===== src/rtl/risc_pkg.sv =====
// Shared flag and condition definitions for the 8-bit RISC core.
// Latency: none (types and constants only).
// Backpressure: not applicable.
package risc_pkg;

    // Bit positions of the condition flags inside flags_t.
    localparam int FLAG_C = 3;
    localparam int FLAG_V = 2;
    localparam int FLAG_N = 1;
    localparam int FLAG_Z = 0;

    // Conditional-jump condition select encodings.
    typedef enum logic [1:0] {
        JC_Z = 2'b00,
        JC_N = 2'b01,
        JC_C = 2'b10,
        JC_V = 2'b11
    } jcond_t;

    // 4-bit flag word {C, V, N, Z} shared by the ALU, CCR and hazard unit.
    typedef logic [3:0] flags_t;

endpackage


===== src/rtl/flag_stack.sv =====
// LIFO of flag words used to shadow the CCR across nested interrupts.
// Latency: push/pop take effect at the next rising edge; top is combinational from stored state.
// Backpressure: none; push when full and pop when empty are ignored (caller flags the error).
module flag_stack
    import risc_pkg::*;
#(
    parameter  int DEPTH = 2,
    localparam int DW    = $clog2(DEPTH + 1)
) (
    input  logic          clk,
    input  logic          rst_n,
    input  logic          push,
    input  logic          pop,
    input  flags_t        din,
    output flags_t        top,
    output logic [DW-1:0] depth,
    output logic          full,
    output logic          empty
);

    flags_t        mem [DEPTH];
    logic [DW-1:0] cnt;

    assign depth = cnt;
    assign full  = (cnt == DW'(DEPTH));
    assign empty = (cnt == '0);

    // Push writes the slot just above the current top; pop only moves the pointer.
    always_ff @(posedge clk) begin
        if (!rst_n) begin
            cnt <= '0;
            for (int i = 0; i < DEPTH; i++) begin
                mem[i] <= '0;
            end
        end else if (push && !full) begin
            for (int i = 0; i < DEPTH; i++) begin
                if (cnt == DW'(i)) begin
                    mem[i] <= din;
                end
            end
            cnt <= cnt + 1'b1;
        end else if (pop && !empty) begin
            cnt <= cnt - 1'b1;
        end
    end

    // Top of stack is the entry just below the occupancy pointer; zero when empty.
    always_comb begin
        top = '0;
        for (int i = 0; i < DEPTH; i++) begin
            if (cnt == DW'(i + 1)) begin
                top = mem[i];
            end
        end
    end

endmodule


===== src/rtl/ccr_unit.sv =====
// Condition-code register: commits ALU flags, resolves conditional jumps, shadows flags on interrupts.
// Latency: ccr_* and depth update 1 cycle after the commit/push/pop; jump_taken is combinational.
// Backpressure: stall freezes all state and forces jump_taken low; no internal busy state.
module ccr_unit
    import risc_pkg::*;
#(
    parameter  int DEPTH = 2,
    localparam int DW    = $clog2(DEPTH + 1)
) (
    input  logic          clk,
    input  logic          rst_n,
    input  logic          stall,
    input  logic          flush,
    input  logic          alu_c,
    input  logic          alu_v,
    input  logic          alu_n,
    input  logic          alu_z,
    input  logic          flag_we,
    input  logic          jc_valid,
    input  logic [1:0]    jcond,
    input  logic          int_save,
    input  logic          rti_restore,
    output logic          ccr_c,
    output logic          ccr_v,
    output logic          ccr_n,
    output logic          ccr_z,
    output logic          jump_taken,
    output logic [DW-1:0] depth,
    output logic          stack_ovf,
    output logic          stack_unf
);

    flags_t     ccr;
    flags_t     retire_flags;
    flags_t     stack_top;
    logic [1:0] jbit;
    logic       stk_full;
    logic       stk_empty;
    logic       save_only;
    logic       restore_only;
    logic       do_push;
    logic       do_pop;

    assign ccr_c = ccr[FLAG_C];
    assign ccr_v = ccr[FLAG_V];
    assign ccr_n = ccr[FLAG_N];
    assign ccr_z = ccr[FLAG_Z];

    // Map the jump condition select onto the flag bit it tests.
    always_comb begin
        jbit = 2'(FLAG_Z);
        case (jcond)
            JC_Z:    jbit = 2'(FLAG_Z);
            JC_N:    jbit = 2'(FLAG_N);
            JC_C:    jbit = 2'(FLAG_C);
            JC_V:    jbit = 2'(FLAG_V);
            default: jbit = 2'(FLAG_Z);
        endcase
    end

    // Jumps test the registered flags only; the hazard unit keeps dependent writes out of EX.
    assign jump_taken = jc_valid & ~flush & ~stall & ccr[jbit];

    // Flags after the current instruction retires: commit, then clear the tested bit on a taken jump.
    always_comb begin
        retire_flags = ccr;
        if (flag_we && !flush) begin
            retire_flags = {alu_c, alu_v, alu_n, alu_z};
        end
        if (jump_taken) begin
            retire_flags[jbit] = 1'b0;
        end
    end

    // Simultaneous save and restore cancel on the stack; only lone requests touch it.
    assign save_only    = int_save & ~rti_restore;
    assign restore_only = rti_restore & ~int_save;
    assign do_push      = ~stall & save_only & ~stk_full;
    assign do_pop       = ~stall & restore_only & ~stk_empty;

    flag_stack #(
        .DEPTH (DEPTH)
    ) u_stack (
        .clk   (clk),
        .rst_n (rst_n),
        .push  (do_push),
        .pop   (do_pop),
        .din   (retire_flags),
        .top   (stack_top),
        .depth (depth),
        .full  (stk_full),
        .empty (stk_empty)
    );

    // CCR register and sticky stack error flags; a successful pop overrides the retired flags.
    always_ff @(posedge clk) begin
        if (!rst_n) begin
            ccr       <= '0;
            stack_ovf <= 1'b0;
            stack_unf <= 1'b0;
        end else if (!stall) begin
            ccr <= do_pop ? stack_top : retire_flags;
            if (save_only && stk_full) begin
                stack_ovf <= 1'b1;
            end
            if (restore_only && stk_empty) begin
                stack_unf <= 1'b1;
            end
        end
    end

endmodule


===== config.mk =====
export PLATFORM = sky130hd
export DESIGN_NAME = ccr_unit
export DESIGN_NICKNAME = d
export VERILOG_FILES = /design/src/rtl/risc_pkg.sv /design/src/rtl/flag_stack.sv /design/src/rtl/ccr_unit.sv
export SDC_FILE = /design/constraint.sdc
export NUM_CORES = 1
export LEC_CHECK = 0
export CAP_MARGIN = 10
export CORE_UTILIZATION = 35
export CTS_CLUSTER_SIZE = 30
export DETAILED_ROUTE_END_ITERATION = 12
export GPL_ROUTABILITY_DRIVEN = 0
export RECOVER_POWER = 100
export SETUP_SLACK_MARGIN = 0.15
export SLEW_MARGIN = 20
export SYNTH_ARGS = -nofsm -noshare
export SYNTH_HDL_FRONTEND = slang
export SYNTH_HIERARCHICAL = 1
export SYNTH_SLANG_ARGS = --single-unit

===== constraint.sdc =====
create_clock -name clk -period 2.1 [get_ports clk]
set_input_delay 0.21 -clock clk [delete_from_list [all_inputs] [get_ports clk]]
set_output_delay 0.21 -clock clk [all_outputs]
set_load 0.005 [all_outputs]

# Word-level counts from Yosys, hierarchy flattened
# Memory sizes are Yosys's and may differ from the RTL's.
# Cells that the tools add are included.
# totals
regBits	8
latch_bits	0
mem_bits_rw	8
mem_bits_ro	0
output_inout_bits	9
mem_count	1
# op_classes
n_addsub	2
n_mul	0
div_mod_pow	0
order_cmp	2
eq_ne	5
n_shift	0
muxes	23
bitwise_logic	19
reduce_logical	14
# mem_list
memory	depth	word_bits	rd	rd_ports_with_merged_regs	wr	line	text
u_stack.mem	2	4	2	0	2	flag_stack.sv:21	flags_t mem [DEPTH];
# op_table
op	count
4-bit 2-to-1 mux	7
1-bit 2-to-1 mux	11
1-bit AND	9
2-bit case mux with 4 select lines	1
2-bit equality test, second input constant	3
1-bit logical AND	6
1-bit inverter	6
4-bit AND	1
2-bit by 1-bit equality test with 1-bit output, second input constant	2
2-bit logical NOT	2
2-bit 2-to-1 mux	2
4-bit inverter	1
2-bit AND reduction	2
1-bit logical NOT	3
2-bit by 3-bit less-than comparator with 1-bit output, second input constant	1
2-bit by 1-bit adder with 2-bit output, second input constant	1
1-bit binary-select mux with 2-bit select	1
1-bit demux with 2-bit select	1
2-bit by 1-bit greater-or-equal comparator with 1-bit output, second input constant	1
1-bit OR	2
2-bit nonzero test	1
2-bit by 1-bit subtractor with 2-bit output, second input constant	1

# Depth between registers and ports, before layout
# Gate-level depths: netlist (run 1).
# depth
word_depth	10
ltp_mapped	7
mapped_depth_nobuf	7

# Hierarchy
# Netlist (run 1), hierarchy kept.
# modules_own_cells
module	instances	cells_each	area_per_inst_um2
ccr_unit	1	57	528.0
flag_stack	1	43	481.7

# Worst setup path after synthesis (run 1)
# Ideal clock, no wire load.
# synth_path
path_type	reg2reg
from	register u_stack.cnt[0], in the netlist u_stack/depth[0]
to	memory u_stack/mem[0][0] in the netlist's numbering, enable pin
setup_ns	0.307
arrival_time_ns	1.442
t_required_ns	1.793
path_slack_ns	0.351
stages_incl_launch_ff	7
n_path_buf	0
synth_period_minus_slack_ns	1.749
cell_sequence	dfxtp_1 inv_1 ha_1 nor4b_1 nor2b_1 nand2_1 nand2_1
# synth_rtl
item	line	text
from (decl)	flag_stack.sv:22	logic [DW-1:0] cnt;
from (signal assigned)	flag_stack.sv:41	cnt <= cnt + 1'b1;
from (signal assigned)	flag_stack.sv:43	cnt <= cnt - 1'b1;
to (decl)	flag_stack.sv:21	

# Worst setup path in the final report (run 1)
# layout_path
from	input jcond[0]
to	output jump_taken
# layout_via
elab_chain_len	5
elab_cells_between_ends	8
# layout_rtl
item	line	text
from (decl)	ccr_unit.sv:20	input logic [1:0] jcond,
2-bit equality test, or another cell as far along	ccr_unit.sv:52	case (jcond)
2-bit case mux with 4 select lines *	ccr_unit.sv:52	
1-bit binary-select mux with 2-bit select *	ccr_unit.sv:62	assign jump_taken = jc_valid & ~flush & ~stall & ccr[jbit];
1-bit 2-to-1 mux (not written as such) *	ccr_unit.sv:62	
1-bit AND *	ccr_unit.sv:62	
to (decl)	ccr_unit.sv:27	output logic jump_taken,
# Every way passes the cells marked *; elsewhere a longest branch is shown, timed or not. The select of a mux whose other input is x is not followed.

==> qor.yml, run 1 <==
grt_pass1_wl_um: 4020
clkTransAtPathRegs_ps: 100
drt_wl_total_um: 2360
area_growth_syn_to_layout_pct: 35.3
start_util_pct: 36.9
p_seq_share_pct: 52.0
path_cells: "clkbuf_2 -> inv_2 -> ha_4 -> mux2_1 -> mux2i_4 -> and2b_2 -> dlygate4sd2_1"
vias: 851
final_hold_viol_count: 0
peakVddDrop_uv: 319
critical_path.max_fanout: 2
avgSynthCellArea_um2: 10.1
placed_cell_area_mm2: 0.00134
cap_viol_max_count: 0
critical_path_class: "in -> out"
slew_violations: 0
fin_nets: 158
core_area_mm2: 0.00273
min_period_over_period_pct: 89.9
async_flop_share_pct: 0
std_cell_rows: 19
netSwitchingFraction_pct: 26.0
p_clk_share_pct: 24.1
grt_pass1_vias: 885
hold_class: "reg -> reg"
cts_buffer_depth: 2
synth-seq-cells: 16
portBuffers: 22
drive_gt1_share_pct: 22.2
final_util_pct: 50.0
status: "finished, final reports clean"
drc: 0
ys_types: 34
synth_seq_area_share_pct: 39.7
slowest_delay_ps: 390
power_mw: 0.678
synth-edff-count: 8
cts-buffers-inserted: 3
post-cts-setup-buffers: 0
ant_nets: 0
tightest_slew_ps: 332
finalSetupViolCount: 0
dr.pass1.iters: 4
cp_slowest_cell: "mux2_1"
clock-sinks: 16
ys_warn_count: 6
synth_area_mm2: 0.00101
clockRootBuffer: "clkbuf_4"
critPathArrivalTime_ps: 1680
power_frac_comb_pct: 23.9
place.detailed.hpwl_um: 1900
required_ps: 1890
max_freq_mhz: 530
switchingPower_mw: 0.176
cts-htree-levels: 1
setup_tns_ps: 0
worst_setup_path_end_kind: "primary output"
wire_per_inst_um: 14.2
postLayoutCellArea_mm2: 0.00137
detail_route.vias_per_cell: 5.13
crit_path_start: "jcond[0]"
leakagePower_nw: 0.557
tritoncts: "done"
power_density_mw_per_mm2: 496
drt_iter0_markers: 25
grt_use_total_pct: 16.6
synth_ff_type: "edfxtp_1"
synth.net_count: 122
clk_latency_ps: 280
r2r-start: "u_stack/depth[0]"
pin_count: 23
intPower_mw: 0.502
antenna_found_initial: 0
start_kind: "input port"
grt_overflow_total: 0
grt_max_degree: 11
syn_inst: 100
hp-start: "stack_ovf"
rsz0062_at_grt: "false"
finalWorstPathRequiredPeriod_ps: 1890
dieArea_mm2: 0.00310
die_x_um: 55.7
antenna_cells: 0
clock_skew_ps: 9.65
die_h_um: 55.7
relSlewSlack_pct: 77.8
==> cells in the mapped netlist, types with 2 or more instances <==
cell,instances,area share [%]
nand2_1,10,3.7
a21oi_1,8,4.0
dfxtp_1,8,16
edfxtp_1,8,24
ha_1,8,9.9
inv_1,6,2.2
o21ai_0,6,3.0
and2_1,4,2.5
o21a_1,4,3.0
a22o_1,3,2.6
a31oi_1,3,1.9
mux2_2,3,3.3
o211ai_1,3,2.2
mux2_4,2,3.0
nand2b_1,2,1.2
nand3_1,2,0.99
nor2_1,2,0.74
nor2b_1,2,1.2
==> layout make-up <==
class | count | area [µm²]
well taps | 31 | 38.8
fillers | 262 | 1370
clock inverters | 1 | 3.75
clock buffers | 3 | 22.5
repair buffers | 32 | 280
inverters | 7 | 26.3
multi-input cells | 76 | 594
flip-flops and latches | 16 | 400
==> critical path, delay by kind of cell <==
family / cells / cell delay (ps)
buffers and inverters: 3 / 410
muxes: 2 / 560
adders and majority gates: 1 / 270
and+or+nand+nor: 1 / 230
==> metal layers <==
metal	vias to the layer above	wire length (µm)	global-route usage (%)
li1	432	-	-
met1	398	1110	21.0
met2	21	1140	28.4
met3	0	99	5.12
met4	0	0	2.14
met5	-	0	0
==> sequential cells by signal, summed over array words and instances, names as in the netlist <==
signal and count:
u_stack/mem 8, stack_ovf 1, stack_unf 1, u_stack/depth 2, ccr 4
==> final timing paths <==
kind | endpoint | slack, ps | depth (start not counted)
worst max-delay path | jump_taken | 210 | 7
worst min-delay path | stack_ovf | 470 | 1
worst max register to register | u_stack/mem[0][3] | 250 | 6
worst min register to register | stack_ovf | 470 | 1
==> timing repair <==
item,CTS,global route
setup endpoints to repair,1,17
hold buffers,0,0
resized for setup,10,4
==> kinds of logic after synthesis <==
family          Yosys count  synth area share [%]
flops                    16                  39.7
fa+ha+maj                 8                  9.91
simple gates             32                  19.1
mux                       7                  9.54
buf+inv                   8                  3.35
compound gates           29                  18.5
==> per-stage QoR <==
step,hold WS (ps),worst slack (ps),cells
final,469,212,166
after global routing,499,116,166
after CTS,481,162,166
after detailed placement,458,-396,162
after global placement,454,-298,162
after floorplan,328,351,100
==> power groups by stage <==
stage	Combinational [mW]	Clock, mW	Sequential, mW
after CTS	0.169	0.169	0.353
after floorplan	0.0840	0	0.358
after global placement	0.159	0	0.360
final	0.162	0.163	0.353
after detailed placement	0.163	0	0.360
after global routing	0.179	0.177	0.355
==> layout by cell type (no fill, tap or decap), drive strengths merged <==
master         Yosys  final
clkdlybuf4s50      0     11
nand2             10     10
buf                1      9
a21oi              9      9
dfxtp              8      8
dlygate4sd3        0      8
edfxtp             8      8
ha                 8      8
inv                7      7
o21ai              6      6
clkbuf             0      6
mux2               5      5
o21a               4      4
and2               4      4
a31oi              3      3
o211ai             3      3
a22o               3      3
nor2b              3      3
nor2               3      3
nand2b             2      2
nand3              2      2
mux2i              2      2
nor3b              2      2
and2b              2      2
nand3b             1      1
nor4b              1      1
a311o              1      1
nor4bb             1      1
clkinv             0      1
dlygate4sd2        0      1
or3                1      1
No activity file was read; power rests on OpenSTA's default activity.
==> run 2: changes to the inputs <==
--- a/config.mk
+++ b/config.mk
@@ -6,10 +6,11 @@
 export NUM_CORES = 1
 export LEC_CHECK = 0
 export CAP_MARGIN = 10
-export CORE_UTILIZATION = 35
+export CORE_UTILIZATION = 49
 export CTS_CLUSTER_SIZE = 30
 export DETAILED_ROUTE_END_ITERATION = 12
 export GPL_ROUTABILITY_DRIVEN = 0
+export PLACE_DENSITY = 0.78
 export RECOVER_POWER = 100
 export SETUP_SLACK_MARGIN = 0.15
 export SLEW_MARGIN = 20
==> constraint.sdc (replaced) <==
create_clock -name clk -period 2 [get_ports clk]
set_input_delay 0.2 -clock clk [delete_from_list [all_inputs] [get_ports clk]]
set_output_delay 0.2 -clock clk [all_outputs]
set_load 0.005 [all_outputs]
==> qor.yml, run 2 (same netlist as run 1, synthesis figures left out) <==
cts_buffer_depth: 2
start_kind: "register"
required_ps: 2140
tightest_slew_ps: 389
mostFrequentLayoutCells: "buf_4 (13), nand2_1 (10), clkdlybuf4s50_1 (10), dlygate4sd3_1 (9)"
drt_iter0_markers: 24
hold_class: "reg -> reg"
p_seq_share_pct: 50.5
drc: 0
gr-usage-met3_pct: 3.85
cts-htree-levels: 1
grt_overflow_total: 0
clock-sinks: 16
std_cell_rows: 16
critical_path_class: "reg -> reg"
top_usage_layer: "met2"
critPathArrivalTime_ps: 1980
finalSetupViolCount: 0
largest_reg_flops: 8
grt_pass1_wl_um: 3640
antenna_cells: 0
area_growth_syn_to_layout_pct: 39.0
pin_count: 23
clock_skew_ps: 3.21
rsz0062_at_grt: "true"
detail_route.vias_per_cell: 5.43
core_area_mm2: 0.00194
finalWorstPathRequiredPeriod_ps: 1840
netSwitchingFraction_pct: 26.9
clkTransAtPathRegs_ps: 100
ant_nets: 0
leakagePower_nw: 0.582
power_density_mw_per_mm2: 523
antenna_found_initial: 0
clk_latency_ps: 290
cap_viol_max_count: 0
die_x_um: 47.4
final_cells: 166
power_mw: 0.734
peakVddDrop_uv: 378
critical_path.max_fanout: 4
met2_usage_pct: 41.6
intPower_mw: 0.537
grt_pass1_vias: 816
start_util_pct: 52.0
max_freq_mhz: 542
dieArea_mm2: 0.00225
drive_gt1_share_pct: 24.5
clockRootBuffer: "clkbuf_4"
final_common_cell: "buf_4"
grt_use_total_pct: 24.1
top_register: "u_stack/mem"
worst_setup_path_end_kind: "register"
setup_tns_ps: 0
portBuffers: 22
status: "finished, final reports clean"
postLayoutCellArea_mm2: 0.00140
place.detailed.hpwl_um: 1880
tritoncts: "done"
cts-buffers-inserted: 3
final_util_pct: 72.3
vias: 901
power_frac_comb_pct: 25.1
min_period_over_period_pct: 92.2
placed_cell_area_mm2: 0.00135
grt_max_degree: 11
wire_per_inst_um: 14.7
drt_wl_total_um: 2450
p_clk_share_pct: 24.5
relSlewSlack_pct: 73.7
dr.pass1.iters: 4
place_inst: 161
postCtsHoldBufs: 0
fin_nets: 162
slew_violations: 0
met1_usage_pct: 30.8
die_h_um: 47.4
final_hold_viol_count: 0
switchingPower_mw: 0.198
r2r_slack_ps: 160
## run 2: layout make-up
| class | instances | area [µm²] |
|---|---|---|
| flip-flops and latches | 16 | 400 |
| inverters | 7 | 26.3 |
| fillers | 145 | 538 |
| clock buffers | 3 | 22.5 |
| multi-input cells | 76 | 593 |
| repair buffers | 36 | 324 |
| well taps | 27 | 33.8 |
| clock inverters | 1 | 3.75 |
## run 2: per-layer routing
layer  routed length, µm  vias up
li1                    -      444
met1                1050      425
met2                1260       30
met3                 121        2
met4                  19        0
met5                   0        -
## run 2: repair_timing
action / in CTS / in global routing
pin swaps: 1 / 0
setup buffers: 1 / 0
hold endpoints to repair: 0 / 0
endpoints found under the setup margin: 5 / 18
resized for setup: 12 / 3
gates cloned: 0 / 0
## run 2: through the flow
stage               setup slack [ps]  hold slack (ps)
finish                           156              466
global route                    63.2              496
CTS                              164              478
detailed placement              -440              455
global placement                -375              453
floorplan                        251              318
## run 2: final timing paths
kind / startpoint / to / depth (start not counted)
max: u_stack/depth[0] / u_stack/mem[0][2] / 6
min: stack_ovf / stack_ovf / 1
max reg2reg: u_stack/depth[0] / u_stack/mem[0][2] / 6
min reg2reg: stack_ovf / stack_ovf / 1
## run 2: power by group through the flow
stage          sequential [mW]  combinational (mW)  clock, mW
6_report                 0.371               0.184      0.180
5_1_grt                  0.373               0.199      0.202
4_1_cts                  0.371               0.185      0.182
3_5_place_dp             0.379               0.176          0
3_3_place_gp             0.377               0.169          0
2_1_floorplan            0.376              0.0882          0
## run 2: critical path, cell delays in order (launching register included)
cell,delay [ps]
dfxtp_1,360
inv_1,90
ha_1,220
nor4b_1,360
nand2b_1,190
nor2_1,250
and2_0,220
